===== config.mk =====
export PLATFORM = sky130hd
export DESIGN_NAME = alu_cmd_sequencer
export DESIGN_NICKNAME = d
export VERILOG_FILES = /design/src/rtl/alu_cmd_sequencer.sv
export SDC_FILE = /design/constraint.sdc
export NUM_CORES = 1
export LEC_CHECK = 0
export ABC_CLOCK_PERIOD_IN_PS = 4300
export CORE_MARGIN = 4
export CORE_UTILIZATION = 60
export CTS_BUF_LIST = sky130_fd_sc_hd__clkbuf_16
export CTS_CLUSTER_SIZE = 8
export DETAILED_ROUTE_END_ITERATION = 7
export PLACE_DENSITY = 0.91
export REMOVE_ABC_BUFFERS = 1
export SYNTH_ARGS = -nofsm -noshare
export SYNTH_HDL_FRONTEND = slang
export SYNTH_SLANG_ARGS = --single-unit

===== constraint.sdc =====
create_clock -name clk -period 4.3 [get_ports clk]
set_clock_uncertainty 0.1 [all_clocks]
set_input_delay 0.86 -clock clk [delete_from_list [all_inputs] [get_ports clk]]
set_output_delay 0.86 -clock clk [all_outputs]
set_load 0.02 [all_outputs]

===== src/rtl/alu_cmd_sequencer.sv =====
// alu_cmd_sequencer
// Issue stage for the 4-bit registered ALU. It buffers {sel, a, b} commands
// from a valid/ready producer and issues at most one per cycle. It drives
// alu_a/alu_b at the issue edge and alu_sel one edge later, which matches the
// ALU's internal operand register. Three cycles after issue it captures alu_z
// with its opcode into an in-order first-word-fall-through result queue.
// Issue is credit-limited, so a result always has a free slot when it arrives.
//
// Ports:
//   clk, reset                 clock; asynchronous active-low reset
//   cmd_valid/cmd_ready        command handshake; cmd_a, cmd_b, cmd_sel payload
//   alu_a, alu_b, alu_sel      registered drive to the ALU
//   alu_z                      ALU result (6-bit)
//   res_valid/res_ready        result handshake; res_z, res_sel show the head
//   cmd_count                  command FIFO occupancy
//   inflight                   issued commands not yet captured (0..3)
module alu_cmd_sequencer #(
  parameter int CDEPTH = 4,
  parameter int RDEPTH = 4
) (
  input  logic                      clk,
  input  logic                      reset,
  input  logic                      cmd_valid,
  output logic                      cmd_ready,
  input  logic [3:0]                cmd_a,
  input  logic [3:0]                cmd_b,
  input  logic [3:0]                cmd_sel,
  output logic [3:0]                alu_a,
  output logic [3:0]                alu_b,
  output logic [3:0]                alu_sel,
  input  logic [5:0]                alu_z,
  output logic                      res_valid,
  input  logic                      res_ready,
  output logic [5:0]                res_z,
  output logic [3:0]                res_sel,
  output logic [$clog2(CDEPTH):0]   cmd_count,
  output logic [1:0]                inflight
);

  localparam int CAW = $clog2(CDEPTH);
  localparam int RAW = $clog2(RDEPTH);
  // Wide enough for inflight (<=3) plus a full result queue.
  localparam int UW  = RAW + 2;

  typedef struct packed {
    logic [3:0] sel;
    logic [3:0] a;
    logic [3:0] b;
  } cmd_t;

  // Storage
  cmd_t       cmd_mem  [CDEPTH];
  logic [5:0] rz_mem   [RDEPTH];
  logic [3:0] rsel_mem [RDEPTH];

  // Command FIFO state
  logic [CAW-1:0] cwr_q, cwr_d, crd_q, crd_d;
  logic [CAW:0]   ccnt_q, ccnt_d;

  // Result FIFO state
  logic [RAW-1:0] rwr_q, rwr_d, rrd_q, rrd_d;
  logic [RAW:0]   rcnt_q, rcnt_d;

  // Issue pipeline: v_q[0..2] are the valid bits of stages 1..3
  logic [2:0] v_q, v_d;
  logic [3:0] sel1_q, sel1_d, sel2_q, sel2_d, sel3_q, sel3_d;
  logic [3:0] alu_a_q, alu_a_d, alu_b_q, alu_b_d, alu_sel_q, alu_sel_d;

  logic          cmd_push, issue, res_wr, res_pop;
  logic [UW-1:0] used;
  cmd_t          head;

  // NOTE: every signal assigned in this block gets a default at the top so
  // that no path leaves it unassigned and no latch is inferred.
  always_comb begin
    head      = cmd_mem[crd_q];
    cmd_ready = reset && (ccnt_q < (CAW+1)'(CDEPTH));
    cmd_push  = cmd_valid && cmd_ready;
    inflight  = 2'(v_q[0]) + 2'(v_q[1]) + 2'(v_q[2]);
    // Credit uses the registered result count, so a pop on this edge only
    // frees a slot for the next issue decision.
    used      = UW'(inflight) + UW'(rcnt_q);
    issue     = (ccnt_q != '0) && (used < UW'(RDEPTH));
    res_wr    = v_q[2];
    res_valid = (rcnt_q != '0);
    res_pop   = res_valid && res_ready;
    // Gated so the outputs read zero while the queue is empty.
    res_z     = res_valid ? rz_mem[rrd_q]   : 6'd0;
    res_sel   = res_valid ? rsel_mem[rrd_q] : 4'd0;
    cmd_count = ccnt_q;
    alu_a     = alu_a_q;
    alu_b     = alu_b_q;
    alu_sel   = alu_sel_q;

    cwr_d = cmd_push ? cwr_q + CAW'(1) : cwr_q;
    crd_d = issue    ? crd_q + CAW'(1) : crd_q;
    ccnt_d = ccnt_q;
    case ({cmd_push, issue})
      2'b10:   ccnt_d = ccnt_q + (CAW+1)'(1);
      2'b01:   ccnt_d = ccnt_q - (CAW+1)'(1);
      default: ccnt_d = ccnt_q;
    endcase

    // Stage 1 loads on issue. Stages 2 and 3 shift every cycle.
    v_d       = {v_q[1:0], issue};
    sel1_d    = issue ? head.sel : sel1_q;
    sel2_d    = sel1_q;
    sel3_d    = sel2_q;
    alu_a_d   = issue ? head.a : alu_a_q;
    alu_b_d   = issue ? head.b : alu_b_q;
    alu_sel_d = v_q[0] ? sel1_q : alu_sel_q;

    rwr_d = res_wr  ? rwr_q + RAW'(1) : rwr_q;
    rrd_d = res_pop ? rrd_q + RAW'(1) : rrd_q;
    rcnt_d = rcnt_q;
    case ({res_wr, res_pop})
      2'b10:   rcnt_d = rcnt_q + (RAW+1)'(1);
      2'b01:   rcnt_d = rcnt_q - (RAW+1)'(1);
      default: rcnt_d = rcnt_q;
    endcase
  end

  // NOTE: state registers use non-blocking assignments so every flop samples
  // pre-edge values regardless of the order of evaluation.
  always_ff @(posedge clk or negedge reset) begin
    if (!reset) begin
      cwr_q     <= '0;
      crd_q     <= '0;
      ccnt_q    <= '0;
      rwr_q     <= '0;
      rrd_q     <= '0;
      rcnt_q    <= '0;
      v_q       <= '0;
      sel1_q    <= '0;
      sel2_q    <= '0;
      sel3_q    <= '0;
      alu_a_q   <= '0;
      alu_b_q   <= '0;
      alu_sel_q <= '0;
    end else begin
      cwr_q     <= cwr_d;
      crd_q     <= crd_d;
      ccnt_q    <= ccnt_d;
      rwr_q     <= rwr_d;
      rrd_q     <= rrd_d;
      rcnt_q    <= rcnt_d;
      v_q       <= v_d;
      sel1_q    <= sel1_d;
      sel2_q    <= sel2_d;
      sel3_q    <= sel3_d;
      alu_a_q   <= alu_a_d;
      alu_b_q   <= alu_b_d;
      alu_sel_q <= alu_sel_d;
    end
  end

  // NOTE: FIFO storage has no reset. Occupancy counters decide validity, and
  // the result outputs are gated while the queue is empty.
  always_ff @(posedge clk) begin
    if (cmd_push) cmd_mem[cwr_q] <= '{sel: cmd_sel, a: cmd_a, b: cmd_b};
    if (res_wr) begin
      rz_mem[rwr_q]   <= alu_z;
      rsel_mem[rwr_q] <= sel3_q;
    end
    if (reset && res_wr) begin
      assert (rcnt_q != (RAW+1)'(RDEPTH));
    end
  end

endmodule


# ---- Yosys cells after proc, flatten, opt, wreduce, memory -nomap -nowiden
# Memories as Yosys holds them, arrays and structs flattened. A register that Yosys moved wholly into a read port is not among the register bits.
# Cells that the tools add are included.
dict set report classes {
  add_sub_neg 11
  multipliers 0
  div_mod_pow 0
  order_cmp 2
  n_eq_ne 4
  shift 0
  muxes 8
  bitwise 0
  reduce_logical 9
}
# op n
set ops {}
lappend ops {{3-bit case mux with 2 select lines} 2}
lappend ops {{2-bit by 1-bit adder with 2-bit output (second input constant)} 4}
lappend ops {{3-bit by 1-bit adder with 3-bit output (second input constant)} 2}
lappend ops {{6-bit 2-to-1 mux} 1}
lappend ops {{3-bit nonzero test} 2}
lappend ops {{3-bit by 1-bit subtractor with 3-bit output (second input constant)} 2}
lappend ops {{2-bit by 3-bit adder with 4-bit output} 1}
lappend ops {{2-bit by 1-bit equality test with 1-bit output (second input constant)} 2}
lappend ops {{2-bit equality test (second input constant)} 2}
lappend ops {{1-bit logical AND} 4}
lappend ops {{4-bit by 3-bit < comparator with 1-bit output (second input constant)} 1}
lappend ops {{1-bit 2-to-1 mux} 4}
lappend ops {{4-bit 2-to-1 mux} 1}
lappend ops {{2-bit nonzero test} 2}
lappend ops {{3-bit < comparator (second input constant)} 1}
lappend ops {{1-bit by 1-bit adder with 2-bit output} 1}
lappend ops {{2-bit by 1-bit adder with 2-bit output} 1}
lappend ops {{1-bit logical NOT} 1}
dict set report totals {
  reg_bits 29
  latch_bits 0
  ram_bits 88
  romBits 0
  in_bits 22
  output_inout_bits 29
  elab_cells 47
  memories 3
}
# name depth word_bits rd rd_ports_with_merged_regs write_ports line_no
set mem_list {}
lappend mem_list {cmd_mem 4 12 1 1 1 52} ;# cmd_t cmd_mem [CDEPTH];
lappend mem_list {rz_mem 4 6 1 0 1 53} ;# logic [5:0] rz_mem [RDEPTH];
lappend mem_list {rsel_mem 4 4 1 0 1 54} ;# logic [3:0] rsel_mem [RDEPTH];

# ---- Depth between registers and ports, before layout
# Gate-level depths: netlist of the first run.
dict set report logic_depth {
  word_depth 7
  mapped_depth 11
  ltp_nobuf 10
}

# ---- Worst setup path before layout of the first run
# No wires, ideal clock.
dict set report synth_path {
  path_kind {register to register}
  startpoint {register v_q[0]}
  endpoint {register ccnt_q[2] (netlist: cmd_count[2])}
  setup_ns 0.080
  arrival_ns 2.975
  path_slack_ns 1.145
  stages_incl_launch_ff 12
  path_buffers 1
  cell_sequence {dfrtp_1 fa_1 ha_1 a311o_1 nor2_4 buf_6 ha_1 inv_1 fa_1 xor2_1 nor2_1 xor2_1}
}
dict set report synth_between {
  elab_chain_len 7
}
# element line_no
set synth_lines {}
lappend synth_lines {{from (decl)} 65} ;# logic [2:0] v_q, v_d;
lappend synth_lines {{from (signal assigned)} 147} ;# v_q <= v_d;
lappend synth_lines {{1-bit by 1-bit adder with 2-bit output *} 79} ;# inflight = 2'(v_q[0]) + 2'(v_q[1]) + 2'(v_q[2]);
lappend synth_lines {{2-bit by 1-bit adder with 2-bit output *} 79}
lappend synth_lines {{named net inflight[1]} 37} ;# output logic [1:0] inflight
lappend synth_lines {{2-bit by 3-bit adder with 4-bit output *} 82} ;# used = UW'(inflight) + UW'(rcnt_q);
lappend synth_lines {{4-bit by 3-bit < comparator with 1-bit output *} 83} ;# issue = (ccnt_q != '0) && (used < UW'(RDEPTH));
lappend synth_lines {{1-bit logical AND *} 83}
lappend synth_lines {{named net issue} 69} ;# logic cmd_push, issue, res_wr, res_pop;
lappend synth_lines {{2-bit by 1-bit equality test with 1-bit output or 2-bit equality test (tied branches)} 98} ;# case ({cmd_push, issue})
lappend synth_lines {{3-bit case mux with 2 select lines or 2-bit nonzero test (tied branches)} --}
lappend synth_lines {{to (signal assigned)} 143} ;# ccnt_q <= ccnt_d;
lappend synth_lines {{to (decl)} 58} ;# logic [CAW:0] ccnt_q, ccnt_d;
# The timed path passes the listed nets; every way through them passes the cells marked *.
# A chain may end at the register's enable or synchronous reset.

# ---- Worst setup path in the final report of the first run
dict set report layout_path {
  startpoint {register rrd_q[0]}
  endpoint {output res_sel[2]}
}
dict set report layout_between {
  elab_chain_len 2
}
# element line_no
set layout_lines {}
lappend layout_lines {{from (decl)} 61} ;# logic [RAW-1:0] rwr_q, rwr_d, rrd_q, rrd_d;
lappend layout_lines {{from (signal assigned)} 145} ;# rrd_q <= rrd_d;
lappend layout_lines {{memory read 4 x 4 bit} --}
lappend layout_lines {{4-bit 2-to-1 mux} 89} ;# res_sel = res_valid ? rsel_mem[rrd_q] : 4'd0;
lappend layout_lines {{to (decl)} 35} ;# output logic [3:0] res_sel,
# Every way passes these cells.

==> results of run 1 <==
-- final cells by class --
type | instances | area (sq um) | area share (%)
Clock buffer | 17 | 425 | 6.86
Clock inverter | 15 | 174 | 2.80
Inverter | 12 | 45.0 | 0.726
Multi-Input combinational cell | 98 | 1250 | 20.1
Sequential cell | 129 | 3670 | 59.1
Tap cell | 105 | 131 | 2.12
Timing Repair Buffer | 52 | 510 | 8.23
-- sequential cells by signal (all words and copies together), names as in the netlist --
name	flops
cmd_mem	48
rz_mem	24
rsel_mem	16
alu_a	4
alu_b	4
alu_sel	4
sel1_q	4
sel2_q	4
sel3_q	4
cmd_count	3
rcnt_q	3
v_q	3
crd_q	2
cwr_q	2
rrd_q	2
rwr_q	2
-- how the worst min path moves through the flow --
stage	start	to	slack, ns	depth (start not counted)
after global placement	sel2_q[0]$_DFF_PN0_	sel3_q[0]$_DFF_PN0_	0.23	0
after floorplan	sel2_q[0]$_DFF_PN0_	sel3_q[0]$_DFF_PN0_	0.23	0
after CTS	sel2_q[1]$_DFF_PN0_	sel3_q[1]$_DFF_PN0_	0.26	0
after detailed placement	sel2_q[2]$_DFF_PN0_	sel3_q[2]$_DFF_PN0_	0.24	0
final	sel2_q[2]$_DFF_PN0_	sel3_q[2]$_DFF_PN0_	0.26	0
after global routing	sel2_q[2]$_DFF_PN0_	sel3_q[2]$_DFF_PN0_	0.26	0
-- per-layer routing --
layer  up-vias  track usage, %
met1      1278            24.0
met5         -               0
met4         0            8.30
met2        79            36.2
li1       1065               -
met3        15            6.31
-- cell families after synthesis --
group                      share of synthesized area (%)
and+or+nand+nor                                     3.54
DFF                                                 73.0
buffers and inverters                               2.14
adders and majority gates                           3.94
AOI/OAI and AO/OA                                  0.299
xor gates and xnor gates                            2.09
muxes                                               15.0
-- through the flow --
| step | cells | worst slack, ns | cell area (sq um) | hold WS (ns) |
|---|---|---|---|---|
| 2_1_floorplan | 239 | 1.05 | 4960 | 0.231 |
| 3_3_place_gp | 396 | 1.18 | 5600 | 0.233 |
| 3_5_place_dp | 396 | 1.06 | 5600 | 0.236 |
| 4_1_cts | 428 | 0.781 | 6200 | 0.259 |
| 5_1_grt | 428 | 0.682 | 6200 | 0.263 |
| 6_report | 428 | 0.862 | 6200 | 0.260 |
-- synth_stat cells, drive strengths merged --
cell	n	area [sq um]
mux4	22	510
nor3b	1	7.51
nor3	1	5.00
nand2	1	3.75
nor2	3	18.8
nand3	1	5.00
fa	3	60.1
mux2	17	221
and3	4	25.0
nor2b	1	6.26
xnor2	4	35.0
mux2i	2	20.0
edfxtp	88	2640
o21ai	1	5.00
or3	1	6.26
inv	12	45.0
a311o	1	10.0
and2	16	100
buf	6	58.8
xor2	8	70.1
clkbuf	1	3.75
ha	11	138
dfrtp	41	1030
-- report_power, final --
group          switching (uW)  internal (uW)
Clock                     504            955
Sequential                316           1690
Combinational             764            913
Total                    1580           3560
-- worst max-delay path, stage by stage (launching register included) --
cell and delay, ns:
dfrtp_1 0.79, mux4_2 0.59, and2_1 0.17, clkdlybuf4s50_1 0.53
-- cells in the final DEF, fill, tap and decap left out, types with 2 or more instances in the layout --
cell and instances:
edfxtp_1 88, clkdlybuf4s50_1 49, dfrtp_1 41, mux4_2 18, clkbuf_16 17, and2_1 16, inv_1 15, ha_1 11
mux2_2 9, mux2_4 8, xor2_1 8, and3_1 4, xnor2_1 4, mux4_1 4, bufinv_16 4, fa_1 3
clkinv_2 3, mux2i_1 2, nor2_1 2, clkinv_1 2, inv_4 2, buf_4 2
==> reports/summary.txt, run 1 <==
status: completed
Max clock buf depth: 2
worst setup path startpoint: rrd_q[0]$_DFFE_PN0P_
RSZ-0062 raised after global routing: false
largest net degree at the start of global routing: 42
vias per cell: 5.69
critical path endpoint: res_sel[2]
DR vias: 2,437
FF+latch count, synth: 129
Max-Cap Viols: 0
die height: 99.5 um
vias in the first global route: 2,670
placement row count: 33
share of layout cells above drive strength 1: 20.4%
iteration-0 DRC count of the detailed router: 112
CTS Root Cell: clkbuf_16
max frequency: 291 MHz
TritonCTS sink count: 129
Reg2Reg Capture Point: cmd_count[2]$_DFFE_PN0P_
core box area: 0.00818 sq mm
Overflow after GRT: 0
min Tclk post-route: 3.44 ns
Syn Area/Cell: 20.4 sq um
Mapped Area: 0.00502 sq mm
Unique masters post-synth: 30
DRT antenna net count: 0
detailed-route DRC error count: 0
DR pass1 iterations: 4
CP Class: flip-flop to output pin
HP Class: flip-flop to flip-flop
Leak: 0.00235 uW
Seq/Total Area, Yosys: 73.0%
Final Slew Violations: 0
final net count: 346
Clk pin slew, worst setup/hold paths: 0.06 ns
worst rel slew slack: 45.2%
Initial Util: 61.4%
final hold vios: 0
initial antenna violation count: 0
Post-CTS Hold Buffers: 0
post-CTS setup buffer count: 0
synth warn: 0
Pwr Total: 5140 uW
FILL cells: 448
critical path arrival: 2.48 ns
routed length on met3: 395 um
Ports: 51
Period Utilization, post-route: 80.0%
H-tree levels: 4
clk_lat worst skew: 0.41 ns
worst reg-to-reg path cell count: 11
DR WL met2: 5110 um
worst-path fanout max: 12
M1 wire length: 3620 um
top routing layer in use: met4
Power Dens Cells: 830 mW/mm^2
Antenna Cells: 0
TNS Setup: 0 ns
first-pass GRT wire length: 14,800 um
Startpoint Class: flip-flop
total wire length: 9260 um
Area growth, synth to finish: 23.5%
Util after Layout: 75.9%
reg2reg start: v_q[0]$_DFF_PN0_
Die ar.: 0.00990 sq mm
TritonCTS clock tree: done
Setup Viol. Count Final: 0
width of the die: 99.5 um
Worst setup EP type: output pin
Cells after Synth: 246
Global Route Usage Sum: 20.7%
Port Buffers: 50
Least-Margin Pin Slew: 0.822 ns
wire per inst: 21.6 um
gpl congestion: 0.691
worst path required time: 3.34 ns
CTS Buf Count: 17
maximum vdd drop: 0.000413 V
Post-CTS Resized: 0
register-to-register setup slack: 0.99 ns
Post-DP HPWL: 5400 um
Power figures use the tool's default switching activity.
==> inputs of run 2 (changes only) <==
ABC_CLOCK_PERIOD_IN_PS = 3600   (was 4300)
CORE_UTILIZATION = 56   (was 60)
PLACE_DENSITY = 0.86   (was 0.91)
clock period = 3.6 ns   (was 4.3 ns; I/O delays follow)
==> reports/summary.txt, run 2 (synthesis results as in run 1) <==
DR vias: 2,370
Overflow after GRT: 0
Period Utilization, post-route: 89.1%
Final Slew Violations: 0
worst path required time: 2.78 ns
max frequency: 312 MHz
M1 wire length: 3490 um
Leak: 0.00235 uW
commonest non-fill, non-tap cell in the layout: edfxtp_1
HP Class: flip-flop to flip-flop
Max-Cap Viols: 0
most frequent cells in the layout: 88 x edfxtp_1, 49 x clkdlybuf4s50_1, 41 x dfrtp_1, 18 x mux4_2, 17 x clkbuf_16
largest net degree at the start of global routing: 42
maximum vdd drop: 0.000714 V
CP top delay family: buffers and inverters
Global Route Usage Sum: 18.4%
Die ar.: 0.0106 sq mm
area occupied by multi-input gates: 0.00125 sq mm
Post-Layout Cell Count: 432
pre-CTS setup slack: 0.670 ns
Power Dens Cells: 988 mW/mm^2
routed length on met3: 414 um
final hold vios: 0
CTS Buf Count: 17
max reg flops: 48
final net count: 347
Startpoint Class: flip-flop
Post-CTS Resized: 0
Inst Count DP: 400
iteration-0 DRC count of the detailed router: 66
worst hold start: sel2_q[2]$_DFF_PN0_
core box area: 0.00872 sq mm
TNS Setup: 0 ns
Slowest Stage Delay on Critical Path: 0.54 ns
critical path arrival: 2.39 ns
TritonCTS clock tree: done
slowest CP cell: dfrtp_1
DR pass1 iterations: 4
clk_lat worst skew: 0.40 ns
crit-path cells: buf_4 > mux4_2 > and2_1 > clkdlybuf4s50_1
Largest regs: cmd_mem x48, rz_mem x24, rsel_mem x16
Initial Util: 57.6%
worst rel slew slack: 48.5%
total wire length: 8610 um
die height: 103 um
initial antenna violation count: 0
vias in the first global route: 2,733
DR WL met2: 4610 um
FILL cells: 506
first-pass GRT wire length: 13,900 um
top routing layer in use: met4
Clk pin slew, worst setup/hold paths: 0.05 ns
Least-Margin Pin Slew: 0.772 ns
Register Area: 0.00367 sq mm
gpl congestion: 0.723
Util after Layout: 71.7%
vias per cell: 5.49
Area growth, synth to finish: 24.5%
detailed-route DRC error count: 0
Setup Viol. Count Final: 0
Ports: 51
CP Class: flip-flop to output pin
CTS Root Cell: clkbuf_16
H-tree levels: 4
DRT antenna net count: 0
RSZ-0062 raised after global routing: false
hold slack: 0.253 ns
Critical path buffers and inverters: 2
share of layout cells above drive strength 1: 21.6%
Max clock buf depth: 2
Worst setup EP type: output pin
status: completed
width of the die: 103 um
Antenna Cells: 0
Port Buffers: 50
setup ws final: 0.391 ns
post-CTS setup buffer count: 0
reg2reg start: v_q[0]$_DFF_PN0_
placement row count: 34
worst-path fanout max: 7
Post-CTS Hold Buffers: 0
min Tclk post-route: 3.21 ns
Largest Register: cmd_mem
wire per inst: 19.9 um
worst setup path startpoint: rrd_q[0]$_DFFE_PN0P_
Post-DP HPWL: 5320 um
TritonCTS sink count: 129
==> run 2: final timing paths <==
path	endpoint	slack, ns	depth (start not counted)
max in group asynchronous	sel3_q[0]$_DFF_PN0_	2.71	2
worst min-delay path	sel3_q[2]$_DFF_PN0_	0.25	0
min in group asynchronous	rcnt_q[2]$_DFFE_PN0P_	0.32	2
worst max-delay path	res_z[0]	0.39	4
worst min register to register	sel3_q[2]$_DFF_PN0_	0.25	0
worst max register to register	cmd_count[2]$_DFFE_PN0P_	0.62	10
==> run 2: worst reg2reg max path: stages, from the launching register on <==
cell     delay (ns)
dfrtp_1        0.46
fa_1           0.50
ha_1           0.31
a311o_1        0.38
nor2_4         0.14
ha_1           0.18
inv_1          0.06
fa_1           0.37
xor2_1         0.15
nor2_1         0.11
xor2_1         0.15
==> run 2: report_power, final <==
group / switching, uW / internal [uW]
sequential: 336 / 2020
clock: 607 / 1220
combinational: 900 / 1090
total: 1840 / 4340
==> run 2: cell type report <==
class / instances / area share (%)
Inverter: 12 / 0.720
Tap cell: 108 / 2.16
Multi-Input combinational cell: 98 / 19.9
Timing Repair Buffer: 53 / 8.28
Clock buffer: 17 / 6.80
Sequential cell: 129 / 58.6
Clock inverter: 15 / 3.46
==> run 2: metrics by stage <==
| step | area, sq um | total power, uW |
|---|---|---|
| after floorplan | 4960 | 3590 |
| after global placement | 5610 | 4260 |
| after detailed placement | 5610 | 4360 |
| after CTS | 6260 | 6240 |
| after global routing | 6260 | 6480 |
| final | 6260 | 6180 |
==> run 2: metal layers <==
metal | GRT usage, % | vias up
met4 | 7.06 | 0
met2 | 31.7 | 68
met3 | 6.22 | 14
met1 | 21.5 | 1220
li1 | - | 1068
met5 | 0 | -
==> inputs of run 3 (changes only) <==
SKIP_LAST_GASP = 1   (was unset)
==> results of run 3 <==
Same layout as run 2: the final DEF is identical, and so are final timing and power.
